**config.mk**
```make
export PLATFORM = sky130hd
export DESIGN_NAME = batch_alu_sequencer_flat
export DESIGN_NICKNAME = d
export VERILOG_FILES = /design/src/rtl/batch_alu_sequencer_pkg.sv /design/src/rtl/batch_alu_sequencer_if.sv /design/src/rtl/batch_alu_sequencer.sv /design/src/flat_wrapper.sv
export SDC_FILE = /design/constraint.sdc
export NUM_CORES = 1
export LEC_CHECK = 0
export BUFFER_PORTS_ARGS = -buffer_cell sky130_fd_sc_hd__clkbuf_2
export CORE_UTILIZATION = 53
export CTS_CLUSTER_SIZE = 25
export DETAILED_ROUTE_END_ITERATION = 16
export PLACE_DENSITY = 0.84
export SKIP_LAST_GASP = 1
export SLEW_MARGIN = 20
export SYNTH_ARGS = -nofsm -noshare
export SYNTH_HDL_FRONTEND = slang
export SYNTH_SLANG_ARGS = --single-unit
export TNS_END_PERCENT = 10
```
**constraint.sdc**
```tcl
create_clock -name clk -period 9.95 [get_ports clk]
set_clock_uncertainty 0.1 [all_clocks]
set_input_delay 0 -clock clk [delete_from_list [all_inputs] [get_ports clk]]
set_output_delay 0 -clock clk [all_outputs]
set_load 0.02 [all_outputs]
```
**src/rtl/batch_alu_sequencer_pkg.sv**
```systemverilog
// Shared types and constants for the batch ALU sequencer.
// States, fixed register-file indices and the terminator opcode.
package batch_alu_sequencer_pkg;

    typedef enum logic [2:0] {
        IDLE,
        RD_A,
        RD_B,
        RD_OP,
        EXEC,
        WB,
        DONE
    } state_t;

    localparam int REG_A  = 0;
    localparam int REG_B  = 1;
    localparam int REG_OP = 2;

    // Terminator is all-ones in the low OPW bits; sliced to width at use.
    localparam logic [31:0] TERM_ALL = '1;

endpackage

```
**src/rtl/batch_alu_sequencer_if.sv**
```systemverilog
// Control, RAM, ALU and register-file bus of the batch ALU sequencer.
// master is the sequencer side, slave is the environment side.
interface batch_alu_sequencer_if #(
    parameter int DW  = 32,
    parameter int AW  = 8,
    parameter int RW  = 6,
    parameter int OPW = 5
);
    logic           start;
    logic           abort;
    logic           busy;
    logic           done;
    logic [7:0]     op_count;
    logic [AW-1:0]  ram_raddr;
    logic [DW-1:0]  ram_rdata;
    logic           ram_wen;
    logic [AW-1:0]  ram_waddr;
    logic [DW-1:0]  ram_wdata;
    logic [DW-1:0]  alu_a;
    logic [DW-1:0]  alu_b;
    logic [OPW-1:0] alu_op;
    logic [DW-1:0]  alu_out;
    logic           reg_wen;
    logic [RW-1:0]  reg_waddr;
    logic [DW-1:0]  reg_wdata;

    modport master (
        input  start, abort, ram_rdata, alu_out,
        output busy, done, op_count,
        output ram_raddr, ram_wen, ram_waddr, ram_wdata,
        output alu_a, alu_b, alu_op,
        output reg_wen, reg_waddr, reg_wdata
    );

    modport slave (
        output start, abort, ram_rdata, alu_out,
        input  busy, done, op_count,
        input  ram_raddr, ram_wen, ram_waddr, ram_wdata,
        input  alu_a, alu_b, alu_op,
        input  reg_wen, reg_waddr, reg_wdata
    );

endinterface

```
**src/rtl/batch_alu_sequencer.sv**
```systemverilog
// Batch sequencer: reads operand pairs and opcodes from RAM, drives an
// external ALU, writes results back to RAM and mirrors operands to regs.
module batch_alu_sequencer
    import batch_alu_sequencer_pkg::*;
#(
    parameter int DW      = 32,
    parameter int AW      = 8,
    parameter int RW      = 6,
    parameter int OPW     = 5,
    parameter int A_BASE  = 0,
    parameter int OP_BASE = 100,
    parameter int W_BASE  = 200,
    parameter int MAX_OPS = 50
) (
    input logic                   clk,
    input logic                   rst,
    batch_alu_sequencer_if.master bus
);

    state_t        state;
    state_t        state_nxt;
    logic          load;
    logic          is_term;
    logic [AW-1:0] a_ptr;
    logic [AW-1:0] op_ptr;
    logic [AW-1:0] w_ptr;
    logic [7:0]    count;

    assign is_term      = bus.ram_rdata[OPW-1:0] == TERM_ALL[OPW-1:0];
    assign bus.busy     = state != IDLE;
    assign bus.done     = state == DONE;
    assign bus.op_count = count;

    always_ff @(posedge clk or posedge rst) begin
        if (rst) begin
            state <= IDLE;
        end else begin
            state <= state_nxt;
        end
    end

    always_comb begin
        state_nxt     = state;
        load          = 1'b0;
        bus.ram_raddr = '0;
        bus.ram_wen   = 1'b0;
        bus.ram_waddr = '0;
        bus.ram_wdata = '0;
        unique case (state)
            IDLE: begin
                if (bus.start && !bus.abort) begin
                    state_nxt = RD_A;
                    load      = 1'b1;
                end
            end
            RD_A: begin
                bus.ram_raddr = a_ptr;
                state_nxt     = RD_B;
            end
            RD_B: begin
                bus.ram_raddr = a_ptr + AW'(1);
                state_nxt     = RD_OP;
            end
            RD_OP: begin
                bus.ram_raddr = op_ptr;
                state_nxt     = EXEC;
            end
            EXEC: begin
                state_nxt = is_term ? DONE : WB;
            end
            WB: begin
                bus.ram_wen   = 1'b1;
                bus.ram_waddr = w_ptr;
                bus.ram_wdata = bus.alu_out;
                if ((count + 8'd1) == 8'(MAX_OPS)) begin
                    state_nxt = DONE;
                end else begin
                    state_nxt = RD_A;
                end
            end
            DONE: begin
                state_nxt = IDLE;
            end
            default: begin
                state_nxt = IDLE;
            end
        endcase
        if (bus.abort && state != IDLE && state != DONE) begin
            state_nxt = DONE;
        end
    end

    // Every load below is skipped on abort so an aborted batch leaves
    // operands, pointers and op_count as they were.
    always_ff @(posedge clk or posedge rst) begin
        if (rst) begin
            a_ptr         <= '0;
            op_ptr        <= '0;
            w_ptr         <= '0;
            count         <= '0;
            bus.alu_a     <= '0;
            bus.alu_b     <= '0;
            bus.alu_op    <= '0;
            bus.reg_wen   <= 1'b0;
            bus.reg_waddr <= '0;
            bus.reg_wdata <= '0;
        end else begin
            bus.reg_wen <= 1'b0;
            if (load) begin
                a_ptr  <= AW'(A_BASE);
                op_ptr <= AW'(OP_BASE);
                w_ptr  <= AW'(W_BASE);
                count  <= '0;
            end
            if (!bus.abort) begin
                if (state == RD_B) begin
                    bus.alu_a     <= bus.ram_rdata;
                    bus.reg_wen   <= 1'b1;
                    bus.reg_waddr <= RW'(REG_A);
                    bus.reg_wdata <= bus.ram_rdata;
                end
                if (state == RD_OP) begin
                    bus.alu_b     <= bus.ram_rdata;
                    bus.reg_wen   <= 1'b1;
                    bus.reg_waddr <= RW'(REG_B);
                    bus.reg_wdata <= bus.ram_rdata;
                end
                if (state == EXEC && !is_term) begin
                    bus.alu_op    <= bus.ram_rdata[OPW-1:0];
                    bus.reg_wen   <= 1'b1;
                    bus.reg_waddr <= RW'(REG_OP);
                    bus.reg_wdata <= {{(DW-OPW){1'b0}}, bus.ram_rdata[OPW-1:0]};
                end
                if (state == WB) begin
                    a_ptr  <= a_ptr + AW'(2);
                    op_ptr <= op_ptr + AW'(1);
                    w_ptr  <= w_ptr + AW'(1);
                    count  <= count + 8'd1;
                end
            end
        end
    end

endmodule
```
**src/flat_wrapper.sv**
```systemverilog
// flat-port wrapper written by rule: the top's interface ports become plain ports
module batch_alu_sequencer_flat import batch_alu_sequencer_pkg::*;
#(
    parameter int DW      = 32,
    parameter int AW      = 8,
    parameter int RW      = 6,
    parameter int OPW     = 5,
    parameter int A_BASE  = 0,
    parameter int OP_BASE = 100,
    parameter int W_BASE  = 200,
    parameter int MAX_OPS = 50
)
  (clk, rst, bus_start, bus_abort, bus_ram_rdata, bus_alu_out, bus_busy, bus_done, bus_op_count, bus_ram_raddr, bus_ram_wen, bus_ram_waddr, bus_ram_wdata, bus_alu_a, bus_alu_b, bus_alu_op, bus_reg_wen, bus_reg_waddr, bus_reg_wdata);
  batch_alu_sequencer_if #(.DW(DW), .AW(AW), .RW(RW), .OPW(OPW)) bus_i ();
  input logic clk;
  input logic rst;
  input wire logic [$bits(bus_i.start)-1:0] bus_start;
  input wire logic [$bits(bus_i.abort)-1:0] bus_abort;
  input wire logic [$bits(bus_i.ram_rdata)-1:0] bus_ram_rdata;
  input wire logic [$bits(bus_i.alu_out)-1:0] bus_alu_out;
  output wire logic [$bits(bus_i.busy)-1:0] bus_busy;
  output wire logic [$bits(bus_i.done)-1:0] bus_done;
  output wire logic [$bits(bus_i.op_count)-1:0] bus_op_count;
  output wire logic [$bits(bus_i.ram_raddr)-1:0] bus_ram_raddr;
  output wire logic [$bits(bus_i.ram_wen)-1:0] bus_ram_wen;
  output wire logic [$bits(bus_i.ram_waddr)-1:0] bus_ram_waddr;
  output wire logic [$bits(bus_i.ram_wdata)-1:0] bus_ram_wdata;
  output wire logic [$bits(bus_i.alu_a)-1:0] bus_alu_a;
  output wire logic [$bits(bus_i.alu_b)-1:0] bus_alu_b;
  output wire logic [$bits(bus_i.alu_op)-1:0] bus_alu_op;
  output wire logic [$bits(bus_i.reg_wen)-1:0] bus_reg_wen;
  output wire logic [$bits(bus_i.reg_waddr)-1:0] bus_reg_waddr;
  output wire logic [$bits(bus_i.reg_wdata)-1:0] bus_reg_wdata;
  assign bus_i.start = bus_start;
  assign bus_i.abort = bus_abort;
  assign bus_i.ram_rdata = bus_ram_rdata;
  assign bus_i.alu_out = bus_alu_out;
  assign bus_busy = bus_i.busy;
  assign bus_done = bus_i.done;
  assign bus_op_count = bus_i.op_count;
  assign bus_ram_raddr = bus_i.ram_raddr;
  assign bus_ram_wen = bus_i.ram_wen;
  assign bus_ram_waddr = bus_i.ram_waddr;
  assign bus_ram_wdata = bus_i.ram_wdata;
  assign bus_alu_a = bus_i.alu_a;
  assign bus_alu_b = bus_i.alu_b;
  assign bus_alu_op = bus_i.alu_op;
  assign bus_reg_wen = bus_i.reg_wen;
  assign bus_reg_waddr = bus_i.reg_waddr;
  assign bus_reg_wdata = bus_i.reg_wdata;
  batch_alu_sequencer #(.DW(DW), .AW(AW), .RW(RW), .OPW(OPW), .A_BASE(A_BASE), .OP_BASE(OP_BASE), .W_BASE(W_BASE), .MAX_OPS(MAX_OPS)) u_core (.clk(clk), .rst(rst), .bus(bus_i));
endmodule
```
* Word level (Yosys, flattened, before mapping)
Index checks and enable logic that the tools add are counted.
W data, S select, Z words.
** Cells by class
- Mux-type cells :: 33
- Reduce and logical (&&, ||, !) cells :: 13
- Multipliers :: 0
- Divide/modulo/power cells :: 0
- Magnitude comparators :: 0
- Shift operators :: 0
- Add/subtract/negate cells :: 5
- Eq/ne operators :: 10
- Bitwise operators :: 1
** Operator list (count)
- $mux W32 :: 4
- $mux W8 :: 13
- $add A8 B1 Y8 const B :: 4
- $pmux W8 S3 :: 1
- $mux W6 :: 3
- $pmux W3 S6 :: 1
- $eq A3 B3 Y1 const B :: 3
- $mux W3 :: 3
- $add A8 B2 Y8 const B :: 1
- $eq A8 B6 Y1 const B :: 1
- $reduce_and A2 Y1 :: 4
- $mux W1 :: 7
- $eq A3 B2 Y1 const B :: 2
- $reduce_bool A3 Y1 :: 2
- $eq A5 B5 Y1 const B :: 1
- $logic_and A1 B1 Y1 :: 4
- $eq A3 B1 Y1 const B :: 1
- $logic_not A3 Y1 :: 1
- $ne A3 B1 Y1 const B :: 1
- $ne A3 B3 Y1 const B :: 1
- $logic_not A1 Y1 :: 2
- $mux W2 :: 1
- $not A1 Y1 :: 1
** Storage, ports and cells
- Bits in registers :: 143
- ROM bits :: 0
- Memories :: 0
- Latch bits :: 0
- Bits in writable memories :: 0
- Word-level logic and storage cells :: 73
- Input port bits :: 68

* Depth between registers and ports, before layout
- Word-level depth :: 7
- Mapped depth :: 9
- Mapped depth without buffers :: 6

* Least setup slack after synthesis
Ideal clock, no wire load.
- Kind :: register to register
- Start :: register u_core.count[0] (netlist: u_core.bus.op_count[0])
- End :: register u_core.state[0]
- Library setup time :: 0.124 ns
- Slack :: 7.934 ns
- Period minus slack after synthesis :: 2.016 ns
- Data arrival time :: 1.793 ns
- Cell stages (with the launch flop) :: 8
- Buffers on the path :: 1
- Cells stage by stage :: dfrtp_1 -> ha_1 -> and3_1 -> buf_2 -> xnor2_1 -> a2111oi_2 -> nand2b_1 -> a21oi_1
** Between the ends
- Cells in the longest elaborated chain, start to end :: 5
** RTL lines
- start, declared :: line batch_alu_sequencer.sv:27 : logic [7:0] count;
- start signal, assigned :: line batch_alu_sequencer.sv:138 : count <= count + 8'd1;
- $add A8 B1 Y8 :: line batch_alu_sequencer.sv:75 : if ((count + 8'd1) == 8'(MAX_OPS)) begin
- $eq A8 B6 Y1 :: line batch_alu_sequencer.sv:75
- $mux W3 :: line batch_alu_sequencer.sv:75
- $pmux W3 S6 :: line batch_alu_sequencer.sv:49 : unique case (state)
- $mux W3 :: line batch_alu_sequencer.sv:88 : if (bus.abort && state != IDLE && state != DONE) begin
- end signal, assigned :: line batch_alu_sequencer.sv:38 : state <= state_nxt;
- end, declared :: line batch_alu_sequencer.sv:20 : state_t state;
No other way between the ends.
A chain may end at the register's enable or synchronous reset.

* Worst setup path in the final report
- Start :: register u_core.state[2]
- End :: register u_core.op_ptr[4]
** Between the ends
- Cells in the longest elaborated chain, start to end :: 5
** RTL lines
- $logic_not A3 Y1 :: line batch_alu_sequencer.sv:49
- $mux W1 :: line batch_alu_sequencer.sv:49
- $mux W8 :: line batch_alu_sequencer.sv:109 : if (load) begin
- $mux W8 :: line batch_alu_sequencer.sv:134 : if (state == WB) begin
- $mux W8 * :: line batch_alu_sequencer.sv:115 : if (!bus.abort) begin
- end signal, assigned :: line batch_alu_sequencer.sv:111 : op_ptr <= AW'(OP_BASE);
- end signal, assigned :: line batch_alu_sequencer.sv:136 : op_ptr <= op_ptr + AW'(1);
- end, declared :: line batch_alu_sequencer.sv:25 : logic [AW-1:0] op_ptr;
Mark *: on every way between the ends. The rest lies on a longest branch, timed or not.

==> impl_metrics.env <==
export IMPL_rr_endpoint="u_core.op_ptr[4]"
export IMPL_hold_slack_ns=0.178
export IMPL_cts_path_max_buffers=2
export IMPL_path_depth=5
export IMPL_relSlewSlack_pct=37.8
export IMPL_max_cap_violations=0
export IMPL_crit_type="flop to flop"
export IMPL_cp_slowest_cell="dfrtp_1"
export IMPL_htree_levels=4
export IMPL_portBuffers=230
export IMPL_cts_buffers=17
export IMPL_ant_nets=0
export IMPL_placed_area_sq_um=7440
export IMPL_fin_util_pct=72.9
export IMPL_yosys_warnings=0
export IMPL_synth_seq_area_share_pct=55.5
export IMPL_synth_edf_count=0
export IMPL_initial_utilization_pct=54.6
export IMPL_dieWidth_um=111
export IMPL_via_per_inst=5.63
export IMPL_syn_area_per_cell_sq_um=11.8
export IMPL_cts_setup_buffers=0
export IMPL_stdcell_area_sq_um=8360
export IMPL_vdd_drop_max_mv=0.284
export IMPL_min_period_ns=2.87
export IMPL_die_area_sq_um=12300
export IMPL_ios=235
export IMPL_cp_buffers_inverters=0
export IMPL_grt_overflow=0
export IMPL_die_y_um=111
export IMPL_critPathLaunch="u_core.state[2]"
export IMPL_grt_pass1_wl_um=27200
export IMPL_drive_above_1_share_pct=43.5
export IMPL_p_leak_nw=4.20
export IMPL_cts_root_buf="clkbuf_16"
export IMPL_synth_cell_type_count=53
export IMPL_status="finished, final reports clean"
export IMPL_firstDrtPassIters=5
export IMPL_worstPathRequired_ns=10.13
export IMPL_grt_max_degree=79
export IMPL_fmax_mhz=349
export IMPL_setup_violations=0
export IMPL_crit_path_start_kind="flop"
export IMPL_antenna_found_initial=0
export IMPL_coreArea_sq_um=11500
export IMPL_worstMarginPinSlew_ns=0.933
export IMPL_synth_cells=533
export IMPL_slew_viol_final=0
export IMPL_crit_family="simple AND/OR/NAND/NOR gates"
export IMPL_min_path_type="primary input to asynchronous set/reset pin"
export IMPL_reg2reg_from="u_core.state[2]"
export IMPL_synth_async_reset_ratio_pct=100
export IMPL_rsz0062_at_grt="false"
export IMPL_hpwl_um=11200
export IMPL_drt_wl_total_um=17000
export IMPL_grt_util_all_layers_pct=28.5
export IMPL_power_mw=2.65
export IMPL_cp_arrival_ns=3.05
export IMPL_max_stage_delay_ns=0.77
export IMPL_fin_crit_sh_pct=28.8
export IMPL_rows=39
export IMPL_power_density_nw_per_um2=317
export IMPL_cts_sinks=139
export IMPL_post_place_ws_ns=6.74
export IMPL_endpoint="u_core.op_ptr[4]"
export IMPL_grt_pass1_vias=5243
export IMPL_worstPathCellList="and3b_2 -> and2b_1 -> nand4_1 -> nand3_1 -> o21ai_0"
export IMPL_post_layout_nonfiller_instances=939
export IMPL_gp_congestion=0.954
export IMPL_fin_setup_tns_ns=0
export IMPL_yosys_most_used_dff="dfrtp_1"
export IMPL_drc=0
export IMPL_clk_pin_slew_worst_paths_ns=0.06
export IMPL_syn_to_final_growth_pct=33.4
export IMPL_layout_setup_ws_ns=7.08
export IMPL_crit_path_end_kind="flop"
export IMPL_fillers=748
export IMPL_num_vias=5282
export IMPL_synth_seq_cells=139
export IMPL_wl_per_cell_um=18.1
export IMPL_antenna_cells=0
export IMPL_dp_cells=874
export IMPL_worstSkewPairLatency_ns=0.41
export IMPL_r2r_setup_slack_ns=7.08
export IMPL_ff2ff_path_depth=5
export IMPL_tritoncts="built"
export IMPL_synth_area_sq_um=6260
export IMPL_critPathMaxFanout=46
export IMPL_final_hold_viol_count=0
export IMPL_drtIter0Drc=464
export IMPL_layout_nets=859
-- sequential cells by signal, summed over array words and instances, names as in the netlist, 3 cells and up --
name                  flops
u_core.bus.op_count       8
u_core.a_ptr              8
u_core.w_ptr              8
u_core.op_ptr             8
u_core.bus.alu_b         32
u_core.bus.alu_op         5
u_core.bus.alu_a         32
u_core.bus.reg_wdata     32
u_core.state              3
-- tightest hold or removal path, cell delays in order --
cell	delay, ns
dlygate4sd3_1	0.54
clkbuf_2	0.12
inv_4	0.53
-- synthesized netlist by cell type, types with 2 or more instances --
cell	instances	area [sq um]
dfrtp_1	139	3480
mux2_2	69	777
and2_1	43	269
nor2_1	32	120
nand2_1	28	105
a22o_1	27	236
o21ai_0	23	115
buf_2	21	105
nand3_1	18	90.1
a21oi_1	13	65.1
clkbuf_1	11	41.3
nand4_1	11	68.8
and3_1	8	50.1
mux2i_1	8	80.1
buf_4	7	52.6
xnor2_1	7	61.3
ha_1	6	75.1
inv_1	5	18.8
mux2_1	5	56.3
nor3_1	5	25.0
a31oi_1	4	25.0
xor2_1	4	35.0
nor2b_1	3	18.8
o21ai_1	3	15.0
a21o_1	2	15.0
and4_1	2	17.5
nand2b_1	2	12.5
o31ai_1	2	15.0
-- layout make-up --
cell class	instances	area (sq um)	area share, %
clock buffers	23	498	5.96
clock inverters	7	65.1	0.778
inverters	6	25.0	0.299
multi-input cells	351	2570	30.8
flip-flops and latches	139	3480	41.6
well taps	143	179	2.14
repair buffers	270	1540	18.4
-- where the power goes --
part / total (mW) / leakage [nW] / internal (mW) / switching, mW
Clock: 0.599 / 0.277 / 0.372 / 0.227
Combinational: 1.06 / 2.20 / 0.423 / 0.638
Sequential: 0.990 / 1.73 / 0.801 / 0.189
Total: 2.65 / 4.20 / 1.60 / 1.05
-- timing repair --
| action | 4_1_cts | 5_1_grt |
|---|---|---|
| resized for setup | 0 | 0 |
| hold endpoints to repair | 164 | 0 |
| hold buffers | 35 | 0 |
-- layer usage --
| metal | vias to the layer above | global-route usage, % | part of all wire [%] |
|---|---|---|---|
| met5 | - | 0 | 0 |
| met4 | 0 | 10.6 | 1.6 |
| met3 | 25 | 8.04 | 7.0 |
| met2 | 292 | 50.6 | 53 |
| met1 | 2593 | 32.8 | 39 |
| li1 | 2372 | - | - |
-- worst min-delay path by stage --
stage / to / slack [ns] / from / depth (start not counted)
2_1_floorplan: u_core.bus.reg_wdata[0] / 0.03 / bus_ram_rdata[0] / 1
3_3_place_gp: u_core.a_ptr[0] / 0.06 / rst / 2
3_5_place_dp: u_core.a_ptr[0] / 0.07 / rst / 2
4_1_cts: u_core.a_ptr[0] / 0.18 / rst / 3
5_1_grt: bus_ram_wdata[16] / 0.24 / bus_alu_out[16] / 3
6_report: u_core.a_ptr[4] / 0.18 / rst / 3
-- layout by cell type, fill, tap and decap left out, types with 8 or more instances in the layout --
master and count:
mux2i_1 8, o21ai_0 23, nand3_1 18, dlygate4sd3_1 35, nand2_1 28, a21oi_1 13, clkbuf_16 17, clkbuf_2 230
and3_1 8, mux2_2 69, dfrtp_1 139, nor2_1 32, nand4_1 11, and2_1 43, a22o_1 27
-- kinds of logic after synthesis --
kind of cell               after synthesis  share of synthesized area, %
and+or+nand+nor                        163                          13.9
AOI/OAI and AO/OA                       85                          9.51
adders and majority gates                6                          1.20
muxes                                   82                          14.6
xor gates and xnor gates                11                          1.54
other                                    1                        0.0599
DFF                                    139                          55.5
buffers and inverters                   46                          3.72
Power figures use the tool's default switching activity.
